File: src/rtl/inst_mem_loader_if.sv
// inst_mem_loader_if
//   Groups the two busses of the instruction memory loader:
//   - the incoming byte stream (valid/data from the source, ready back from the loader)
//   - the instruction RAM write port (we/address/data from the loader)
//   The loader uses the master modport. The byte source and RAM side use the slave modport.
//
//   byte_valid  source -> loader  byte_data is valid this cycle
//   byte_data   source -> loader  stream byte
//   byte_ready  loader -> source  loader accepts a byte this cycle
//   mem_we      loader -> RAM     write strobe, one cycle per word
//   mem_a       loader -> RAM     word-aligned byte address
//   mem_wd      loader -> RAM     write data
interface inst_mem_loader_if;
  logic        byte_valid;
  logic [7:0]  byte_data;
  logic        byte_ready;
  logic        mem_we;
  logic [31:0] mem_a;
  logic [31:0] mem_wd;

  modport master (
    input  byte_valid,
    input  byte_data,
    output byte_ready,
    output mem_we,
    output mem_a,
    output mem_wd
  );

  modport slave (
    output byte_valid,
    output byte_data,
    input  byte_ready,
    input  mem_we,
    input  mem_a,
    input  mem_wd
  );
endinterface

File: src/rtl/inst_mem_loader.sv
// inst_mem_loader
//   Boot-time writer for the instruction RAM. After a start pulse it reads a
//   4-byte little-endian word count N, then N little-endian 32-bit words. The
//   words are written to consecutive word addresses from 0. The core is held
//   in reset until the image has been loaded completely.
//
//   Ports:
//     clk      clock, rising edge
//     rst      synchronous active-high reset
//     start    one-cycle pulse that arms a load (accepted in IDLE, DONE, ERR)
//     bus      byte stream in + RAM write port out (inst_mem_loader_if.master)
//     cpu_rst  core reset request, low only once DONE has settled
//     busy     loading header or data
//     done     image fully loaded (also for N == 0)
//     err      header asked for more words than the RAM holds
module inst_mem_loader #(
  parameter int MEM_SIZE = 1024
) (
  input  logic              clk,
  input  logic              rst,
  input  logic              start,
  inst_mem_loader_if.master bus,
  output logic              cpu_rst,
  output logic              busy,
  output logic              done,
  output logic              err
);

  localparam logic [2:0] ST_IDLE = 3'd0;
  localparam logic [2:0] ST_LEN  = 3'd1;
  localparam logic [2:0] ST_DATA = 3'd2;
  localparam logic [2:0] ST_DONE = 3'd3;
  localparam logic [2:0] ST_ERR  = 3'd4;

  localparam logic [31:0] MAX_WORDS = 32'(MEM_SIZE / 4);

  logic [2:0]  state_q,    state_d;
  logic [1:0]  byte_cnt_q, byte_cnt_d;
  logic [23:0] asm_q,      asm_d;
  logic [31:0] word_cnt_q, word_cnt_d;
  logic [31:0] word_idx_q, word_idx_d;
  logic        mem_we_q,   mem_we_d;
  logic [31:0] mem_a_q,    mem_a_d;
  logic [31:0] mem_wd_q,   mem_wd_d;
  logic        cpu_rst_q,  cpu_rst_d;

  logic        accepting;
  logic        xfer;
  logic [31:0] full_word;

  assign accepting = (state_q == ST_LEN) || (state_q == ST_DATA);
  assign xfer      = bus.byte_valid && accepting;
  // Only three bytes are ever buffered; the fourth comes straight off the bus.
  assign full_word = {bus.byte_data, asm_q};

  always_comb begin
    state_d    = state_q;
    byte_cnt_d = byte_cnt_q;
    asm_d      = asm_q;
    word_cnt_d = word_cnt_q;
    word_idx_d = word_idx_q;
    mem_we_d   = 1'b0;
    mem_a_d    = mem_a_q;
    mem_wd_d   = mem_wd_q;

    case (state_q)
      ST_IDLE, ST_DONE, ST_ERR: begin
        if (start) begin
          state_d    = ST_LEN;
          byte_cnt_d = 2'd0;
          asm_d      = 24'd0;
          word_cnt_d = 32'd0;
          word_idx_d = 32'd0;
        end
      end

      ST_LEN, ST_DATA: begin
        if (xfer) begin
          case (byte_cnt_q)
            2'd0: asm_d[7:0]   = bus.byte_data;
            2'd1: asm_d[15:8]  = bus.byte_data;
            2'd2: asm_d[23:16] = bus.byte_data;
            default: asm_d     = 24'd0;
          endcase

          if (byte_cnt_q == 2'd3) begin
            byte_cnt_d = 2'd0;
            if (state_q == ST_LEN) begin
              word_cnt_d = full_word;
              if (full_word == 32'd0) begin
                state_d = ST_DONE;
              end else if (full_word > MAX_WORDS) begin
                state_d = ST_ERR;
              end else begin
                state_d = ST_DATA;
              end
            end else begin
              // word_idx_q < word_cnt_q <= MAX_WORDS, so the address stays inside the RAM.
              mem_we_d   = 1'b1;
              mem_a_d    = {word_idx_q[29:0], 2'b00};
              mem_wd_d   = full_word;
              word_idx_d = word_idx_q + 32'd1;
              if (word_idx_q == (word_cnt_q - 32'd1)) begin
                state_d = ST_DONE;
              end
            end
          end else begin
            byte_cnt_d = byte_cnt_q + 2'd1;
          end
        end
      end

      default: state_d = ST_IDLE;
    endcase

    // The core leaves reset only once DONE has held for a full cycle, so the
    // final write has reached the RAM; re-arming from DONE re-asserts it at once.
    cpu_rst_d = !((state_q == ST_DONE) && (state_d == ST_DONE));
  end

  always_ff @(posedge clk) begin
    if (rst) begin
      state_q    <= ST_IDLE;
      byte_cnt_q <= 2'd0;
      asm_q      <= 24'd0;
      word_cnt_q <= 32'd0;
      word_idx_q <= 32'd0;
      mem_we_q   <= 1'b0;
      mem_a_q    <= 32'd0;
      mem_wd_q   <= 32'd0;
      cpu_rst_q  <= 1'b1;
    end else begin
      state_q    <= state_d;
      byte_cnt_q <= byte_cnt_d;
      asm_q      <= asm_d;
      word_cnt_q <= word_cnt_d;
      word_idx_q <= word_idx_d;
      mem_we_q   <= mem_we_d;
      mem_a_q    <= mem_a_d;
      mem_wd_q   <= mem_wd_d;
      cpu_rst_q  <= cpu_rst_d;
    end
  end

  assign bus.byte_ready = accepting;
  assign bus.mem_we     = mem_we_q;
  assign bus.mem_a      = mem_a_q;
  assign bus.mem_wd     = mem_wd_q;
  assign cpu_rst        = cpu_rst_q;
  assign busy           = accepting;
  assign done           = (state_q == ST_DONE);
  assign err            = (state_q == ST_ERR);

endmodule

File: src/flat_wrapper.sv
// flat-port wrapper written by rule: the top's interface ports become plain ports
module inst_mem_loader_flat 
#(
  parameter int MEM_SIZE = 1024
)
  (clk, rst, start, cpu_rst, busy, done, err, bus_byte_valid, bus_byte_data, bus_byte_ready, bus_mem_we, bus_mem_a, bus_mem_wd);
  inst_mem_loader_if bus_i ();
  input  logic clk;
  input  logic rst;
  input  logic start;
  output logic cpu_rst;
  output logic busy;
  output logic done;
  output logic err;
  input wire logic [$bits(bus_i.byte_valid)-1:0] bus_byte_valid;
  input wire logic [$bits(bus_i.byte_data)-1:0] bus_byte_data;
  output wire logic [$bits(bus_i.byte_ready)-1:0] bus_byte_ready;
  output wire logic [$bits(bus_i.mem_we)-1:0] bus_mem_we;
  output wire logic [$bits(bus_i.mem_a)-1:0] bus_mem_a;
  output wire logic [$bits(bus_i.mem_wd)-1:0] bus_mem_wd;
  assign bus_i.byte_valid = bus_byte_valid;
  assign bus_i.byte_data = bus_byte_data;
  assign bus_byte_ready = bus_i.byte_ready;
  assign bus_mem_we = bus_i.mem_we;
  assign bus_mem_a = bus_i.mem_a;
  assign bus_mem_wd = bus_i.mem_wd;
  inst_mem_loader #(.MEM_SIZE(MEM_SIZE)) u_core (.clk(clk), .rst(rst), .start(start), .bus(bus_i), .cpu_rst(cpu_rst), .busy(busy), .done(done), .err(err));
endmodule
File: config.mk
export PLATFORM = sky130hd
export DESIGN_NAME = inst_mem_loader_flat
export DESIGN_NICKNAME = d
export VERILOG_FILES = /design/src/rtl/inst_mem_loader_if.sv /design/src/rtl/inst_mem_loader.sv /design/src/flat_wrapper.sv
export SDC_FILE = /design/constraint.sdc
export NUM_CORES = 1
export LEC_CHECK = 0
export CAP_MARGIN = 5
export CORE_MARGIN = 2
export CORE_UTILIZATION = 56
export CTS_CLUSTER_DIAMETER = 80
export DETAILED_ROUTE_END_ITERATION = 10
export GPL_TIMING_DRIVEN = 1
export MAX_ROUTING_LAYER = met4
export PLACE_DENSITY_LB_ADDON = 0.15
export REMOVE_ABC_BUFFERS = 1
export SLEW_MARGIN = 0
export SYNTH_ARGS = -nofsm -noshare
export SYNTH_HDL_FRONTEND = slang
export SYNTH_SLANG_ARGS = --single-unit
File: constraint.sdc
create_clock -name clk -period 3.6 [get_ports clk]
set_clock_uncertainty 0.1 [all_clocks]
set_input_delay 0.36 -clock clk [delete_from_list [all_inputs] [get_ports clk]]
set_output_delay 0.36 -clock clk [all_outputs]
set_load 0.02 [all_outputs]
==> results of run 1 <==
-- registers in the layout, summed over array words and instances (netlist names) --
name               cells
u_core.byte_cnt_q      2
u_core.bus.mem_a      30
u_core.bus.mem_wd     32
u_core.word_idx_q     32
u_core.state_q         3
u_core.cpu_rst         1
u_core.bus.mem_we      1
u_core.word_cnt_q     32
u_core.asm_q          24
-- worst paths after layout --
kind | slack [ns] | depth (start not counted) | start | to
max | 0.65 | 3 | u_core.state_q[0] | bus_byte_ready
min | 0.24 | 2 | rst | u_core.word_cnt_q[20]
max reg2reg | 0.66 | 7 | u_core.word_cnt_q[4] | u_core.state_q[0]
min reg2reg | 0.35 | 2 | u_core.bus.mem_a[17] | u_core.bus.mem_a[17]
-- placed cells by master (no fill, tap or decap), types with 4 or more instances in the layout --
cell type        synthesis  final
nand2_1                202    201
dfxtp_1                157    157
a21oi_1                126    125
clkdlybuf4s50_1          0     78
nor2_1                  53     53
nand3_1                 48     48
xor2_1                  32     32
xnor2_1                 30     30
nand4_1                 28     28
o21ai_0                 22     22
nor3_1                  18     18
nor4_1                  17     17
clkbuf_16                0     17
inv_1                   14     14
buf_4                    4     14
or3_1                   10     10
nand2b_1                 9      9
a22o_1                   9      9
ha_1                     6      6
or4_1                    5      5
or2_2                    5      5
and2_1                   5      4
o21a_1                   4      4
nand4b_1                 4      4
nor2b_1                  4      4
or3_2                    4      4
nor4b_1                  4      4
o22ai_1                  4      4
clkinv_4                 0      4
inv_6                    0      4
-- cells in the mapped netlist, types with 10 or more instances --
cell | instances | area, um2
nand2_1 | 202 | 758
dfxtp_1 | 157 | 3140
a21oi_1 | 126 | 631
clkbuf_1 | 67 | 251
nor2_1 | 53 | 199
nand3_1 | 48 | 240
xor2_1 | 32 | 280
xnor2_1 | 30 | 263
nand4_1 | 28 | 175
o21ai_0 | 22 | 110
nor3_1 | 18 | 90.1
nor4_1 | 17 | 106
inv_1 | 14 | 52.6
or3_1 | 10 | 62.6
-- stage by stage --
step / hold slack [ns] / TNS (ns)
floorplan: 0.329 / -13.24
global placement: 0.342 / 0
detailed placement: 0.346 / 0
CTS: 0.227 / 0
global route: 0.249 / 0
finish: 0.241 / 0
-- metal layers --
metal  global-route usage  vias to the layer above
li1                     -                     3344
met1                0.357                     3050
met2                0.394                      217
met3               0.0502                       37
met4                0.103                        0
met5                    -                        -
-- kinds of logic after synthesis --
kind of cell	after synthesis	share of synthesized area
DFF	157	0.428
xor gates and xnor gates	62	0.0740
buffers and inverters	88	0.0474
and+or+nand+nor	436	0.284
other	1	0.000511
adders and majority gates	6	0.0102
AOI/OAI and AO/OA	193	0.153
muxes	2	0.00290
-- area by class of cell --
type,instances,area (um2),area share
inverters,14,52.6,0.00598
well taps,172,215,0.0245
multi-input cells,701,3870,0.441
clock inverters,14,158,0.0179
repair buffers,93,906,0.103
flip-flops and latches,157,3140,0.358
clock buffers,18,439,0.0500
-- where the power goes --
group	internal, uW	leakage [uW]	switching (uW)
Clock	1050	0.000284	754
Sequential	1740	0.00126	12.4
Combinational	55.6	0.00139	136
Total	2850	0.00293	902
==> flow_metrics.env, run 1 <==
export IMPL_numPortBuffers=79
export IMPL_hold_class="input port to flip-flop"
export IMPL_clock_path_buffers=2
export IMPL_powerDensity_nw_per_um2=427
export IMPL_syn_inst=945
export IMPL_yosys_warnings=0
export IMPL_post_cts_buffers=0
export IMPL_grt_use_total=0.265
export IMPL_wl_met3_um=995
export IMPL_power_uw=3750
export IMPL_core_area_um2=12700
export IMPL_path_cells="nand2b_1 -> a21oi_4 -> clkdlybuf4s50_1"
export IMPL_final_util=0.691
export IMPL_dr_pass1_iters=4
export IMPL_syn_area_per_cell_um2=7.77
export IMPL_first_iter_violations=447
export IMPL_num_antenna_cells=0
export IMPL_syn2layout_area_growth_pct=19.7
export IMPL_drive_gt1_frac=0.0732
export IMPL_final_cells=1169
export IMPL_async_reset_ff_frac=0
export IMPL_hold_buffers=0
export IMPL_arrival_ns=2.49
export IMPL_avgViaCountPerCell=5.69
export IMPL_synth_seq_cells=157
export IMPL_finalSetupViolCount=0
export IMPL_synth_cell_types=62
export IMPL_top_layer="met4"
export IMPL_rows=41
export IMPL_min_period_over_period=0.818
export IMPL_cp_slowest_cell="clkdlybuf4s50_1"
export IMPL_slew_violations=0
export IMPL_cts_made_buffers=17
export IMPL_drt_wl_total_mm=17.7
export IMPL_tritoncts="built"
export IMPL_hold_violations=0
export IMPL_critPathBufInv=1
export IMPL_final_cell_area_um2=8790
export IMPL_netlist_area_um2=7340
export IMPL_wl_per_cell_um=15.1
export IMPL_rsz0062_at_grt="no"
export IMPL_fp_dieArea_um2=14000
export IMPL_crit_required_ns=3.14
export IMPL_cts_sinks=157
export IMPL_antenna_found_initial=0
export IMPL_ioPinCount=82
export IMPL_drc=0
export IMPL_die_w_um=118
export IMPL_initial_core_util=0.577
export IMPL_worstMarginPinSlew_ns=0.911
export IMPL_nets=1002
export IMPL_worstSkewPairLatency_ns=0.43
export IMPL_crit_fanout=20
export IMPL_grt_pass1_vias=5916
export IMPL_slew_limit_headroom=0.393
export IMPL_drv_cap=0
export IMPL_vias=6648
export IMPL_grt_first_pass_wirelength_mm=29.7
export IMPL_setup_slack_ns=0.654
export IMPL_dp_hpwl_mm=12.1
export IMPL_cts_root_buf="clkbuf_16"
export IMPL_leakagePower_uw=0.00293
export IMPL_gp_congestion=0.894
export IMPL_clk_pin_slew_ns=0.06
export IMPL_fillers=1143
export IMPL_worst_path_largest_cell_delay_ns=0.72
export IMPL_crit_path_start_kind="flip-flop"
export IMPL_max_freq_ghz=0.339
export IMPL_post_cts_resized=0
export IMPL_wl_met1_mm=8.24
export IMPL_ir_drop_mv=0.297
export IMPL_crit_type="flip-flop to output port"
export IMPL_post_place_ws_ns=0.555
export IMPL_die_height_um=118
export IMPL_status="completed"
export IMPL_end_kind="output port"
export IMPL_final_antenna_net_count=0
export IMPL_grt_max_degree=88
export IMPL_crit_family="buffers and inverters"
export IMPL_synthFlopType="dfxtp_1"
export IMPL_place_area_um2=8190
export IMPL_dr_wl_met2_mm=8.00
export IMPL_synth_seq_area_share=0.428
export IMPL_dpl_cell_count=1137
export IMPL_htree_levels=4
export IMPL_grt_overflow=0
export IMPL_min_period_ns=2.95
export IMPL_synth_edff_count=0
Note: power is estimated with default switching activity, not from simulation.
==> run 2: changes to the inputs <==
clock period = 2.9 ns   (was 3.6 ns; I/O delays follow)
==> flow_metrics.env, run 2 (synthesized netlist as in run 1, its figures left out) <==
export IMPL_status="completed"
export IMPL_place_area_um2=8460
export IMPL_hold_violations=0
export IMPL_post_cts_buffers=0
export IMPL_tritoncts="built"
export IMPL_fp_dieArea_um2=14000
export IMPL_min_period_over_period=0.974
export IMPL_cp_slowest_cell="or4_4"
export IMPL_rows=41
export IMPL_end_kind="flip-flop"
export IMPL_syn2layout_area_growth_pct=23.3
export IMPL_cts_made_buffers=17
export IMPL_num_antenna_cells=0
export IMPL_powerDensity_nw_per_um2=509
export IMPL_crit_type="flip-flop to flip-flop"
export IMPL_grt_pass1_vias=5898
export IMPL_avgViaCountPerCell=5.64
export IMPL_nets=1037
export IMPL_vias=6789
export IMPL_final_cell_area_um2=9050
export IMPL_drc=0
export IMPL_cts_root_buf="clkbuf_16"
export IMPL_min_period_ns=2.83
export IMPL_crit_top_cell="or4_4"
export IMPL_clock_path_buffers=2
export IMPL_ir_drop_mv=0.350
export IMPL_min_from="rst"
export IMPL_pwr_share_comb=0.057
export IMPL_grt_max_degree=89
export IMPL_crit_family="simple AND/OR/NAND/NOR gates"
export IMPL_leakagePower_uw=0.00311
export IMPL_drt_wl_total_mm=17.8
export IMPL_crit_required_ns=3.14
export IMPL_grt_use_total=0.264
export IMPL_final_antenna_net_count=0
export IMPL_critPathBufInv=0
export IMPL_hold_class="input port to flip-flop"
export IMPL_p_sw_frac=0.230
export IMPL_slew_limit_headroom=0.407
export IMPL_htree_levels=4
export IMPL_drive_gt1_frac=0.102
export IMPL_initial_core_util=0.577
export IMPL_clk_pin_slew_ns=0.06
export IMPL_antenna_found_initial=0
export IMPL_worstMarginPinSlew_ns=0.890
export IMPL_crit_path_start_kind="flip-flop"
export IMPL_drv_cap=0
export IMPL_finalSetupViolCount=0
export IMPL_power_switching_uw=1060
export IMPL_timing_hold_ws_ns=0.303
export IMPL_path_cells="or4_4 -> or4b_4 -> or4_4 -> a2111oi_4 -> nand4_1 -> o31ai_2"
export IMPL_slew_violations=0
export IMPL_crit_fanout=6
export IMPL_die_height_um=118
export IMPL_seqPwrFrac=0.473
export IMPL_worstSkewPairLatency_ns=0.43
export IMPL_crit_start="u_core.word_cnt_q[15]"
export IMPL_die_w_um=118
export IMPL_worst_path_largest_cell_delay_ns=0.56
export IMPL_post_cts_resized=0
export IMPL_r2r_start="u_core.word_cnt_q[15]"
export IMPL_gp_congestion=0.900
export IMPL_layout_commonest_cell="nand2_1"
export IMPL_dp_hpwl_mm=12.1
export IMPL_grt_overflow=0
export IMPL_post_place_ws_ns=0.0404
export IMPL_power_internal_uw=3550
export IMPL_hold_buffers=0
export IMPL_dr_pass1_iters=5
export IMPL_arrival_ns=3.07
export IMPL_fillers=1076
export IMPL_numPortBuffers=79
export IMPL_setup_slack_ns=0.0742
export IMPL_clkPwrFrac=0.470
export IMPL_power_uw=4610
export IMPL_ioPinCount=82
export IMPL_most_common_layout_cells="nand2_1, dfxtp_1, a21oi_1"
export IMPL_final_util=0.712
export IMPL_max_freq_ghz=0.354
export IMPL_grt_first_pass_wirelength_mm=29.6
export IMPL_wl_per_cell_um=14.8
export IMPL_cts_sinks=157
export IMPL_first_iter_violations=478
export IMPL_core_area_um2=12700
==> run 2: changes by cell type in the layout (fill, tap and decap cells not counted), moves of 2 or more <==
cell and change:
clkinv_4 -3, clkbuf_1 +5, inv_6 -2, buf_4 +34
==> run 2: path summary, 6_finish.rpt <==
path                          end  slack [ns]  depth (start not counted)
min          u_core.byte_cnt_q[0]        0.30                          3
max reg2reg     u_core.state_q[0]        0.07                          6
min reg2reg  u_core.bus.mem_a[26]        0.35                          2
max             u_core.state_q[0]        0.07                          6
==> run 2: layout make-up <==
type / count / area [um2] / area share
clock buffers: 23 / 458 / 0.0506
clock inverters: 9 / 111 / 0.0123
inverters: 14 / 52.6 / 0.00580
multi-input cells: 701 / 3890 / 0.430
flip-flops and latches: 157 / 3140 / 0.347
well taps: 172 / 215 / 0.0238
repair buffers: 128 / 1180 / 0.130
==> run 2: power groups by stage <==
stage / clock network (uW) / logic [uW] / registers (uW)
4_1_cts: 2190 / 258 / 2180
6_report: 2170 / 260 / 2180
3_3_place_gp: 0 / 257 / 2230
2_1_floorplan: 0 / 124 / 2220
3_5_place_dp: 0 / 255 / 2230
5_1_grt: 2310 / 282 / 2180
==> run 2: metrics by stage <==
| step | setup TNS, ns | instances |
|---|---|---|
| after floorplan | -52.60 | 872 |
| after global placement | 0 | 1172 |
| final | 0 | 1204 |
| after detailed placement | 0 | 1172 |
| after CTS | 0 | 1204 |
| after global routing | -0.0266 | 1204 |
==> run 2: layer usage <==
layer / track usage / up-vias / share of wire
met5: - / - / 0
met4: 0.0885 / 0 / 0.017
met3: 0.0434 / 22 / 0.050
met2: 0.405 / 193 / 0.46
met1: 0.357 / 3168 / 0.47
li1: - / 3406 / -
==> run 2: tightest hold or removal path: stages <==
cell     delay [ns]
buf_4          0.11
buf_4          0.30
a21oi_1        0.06
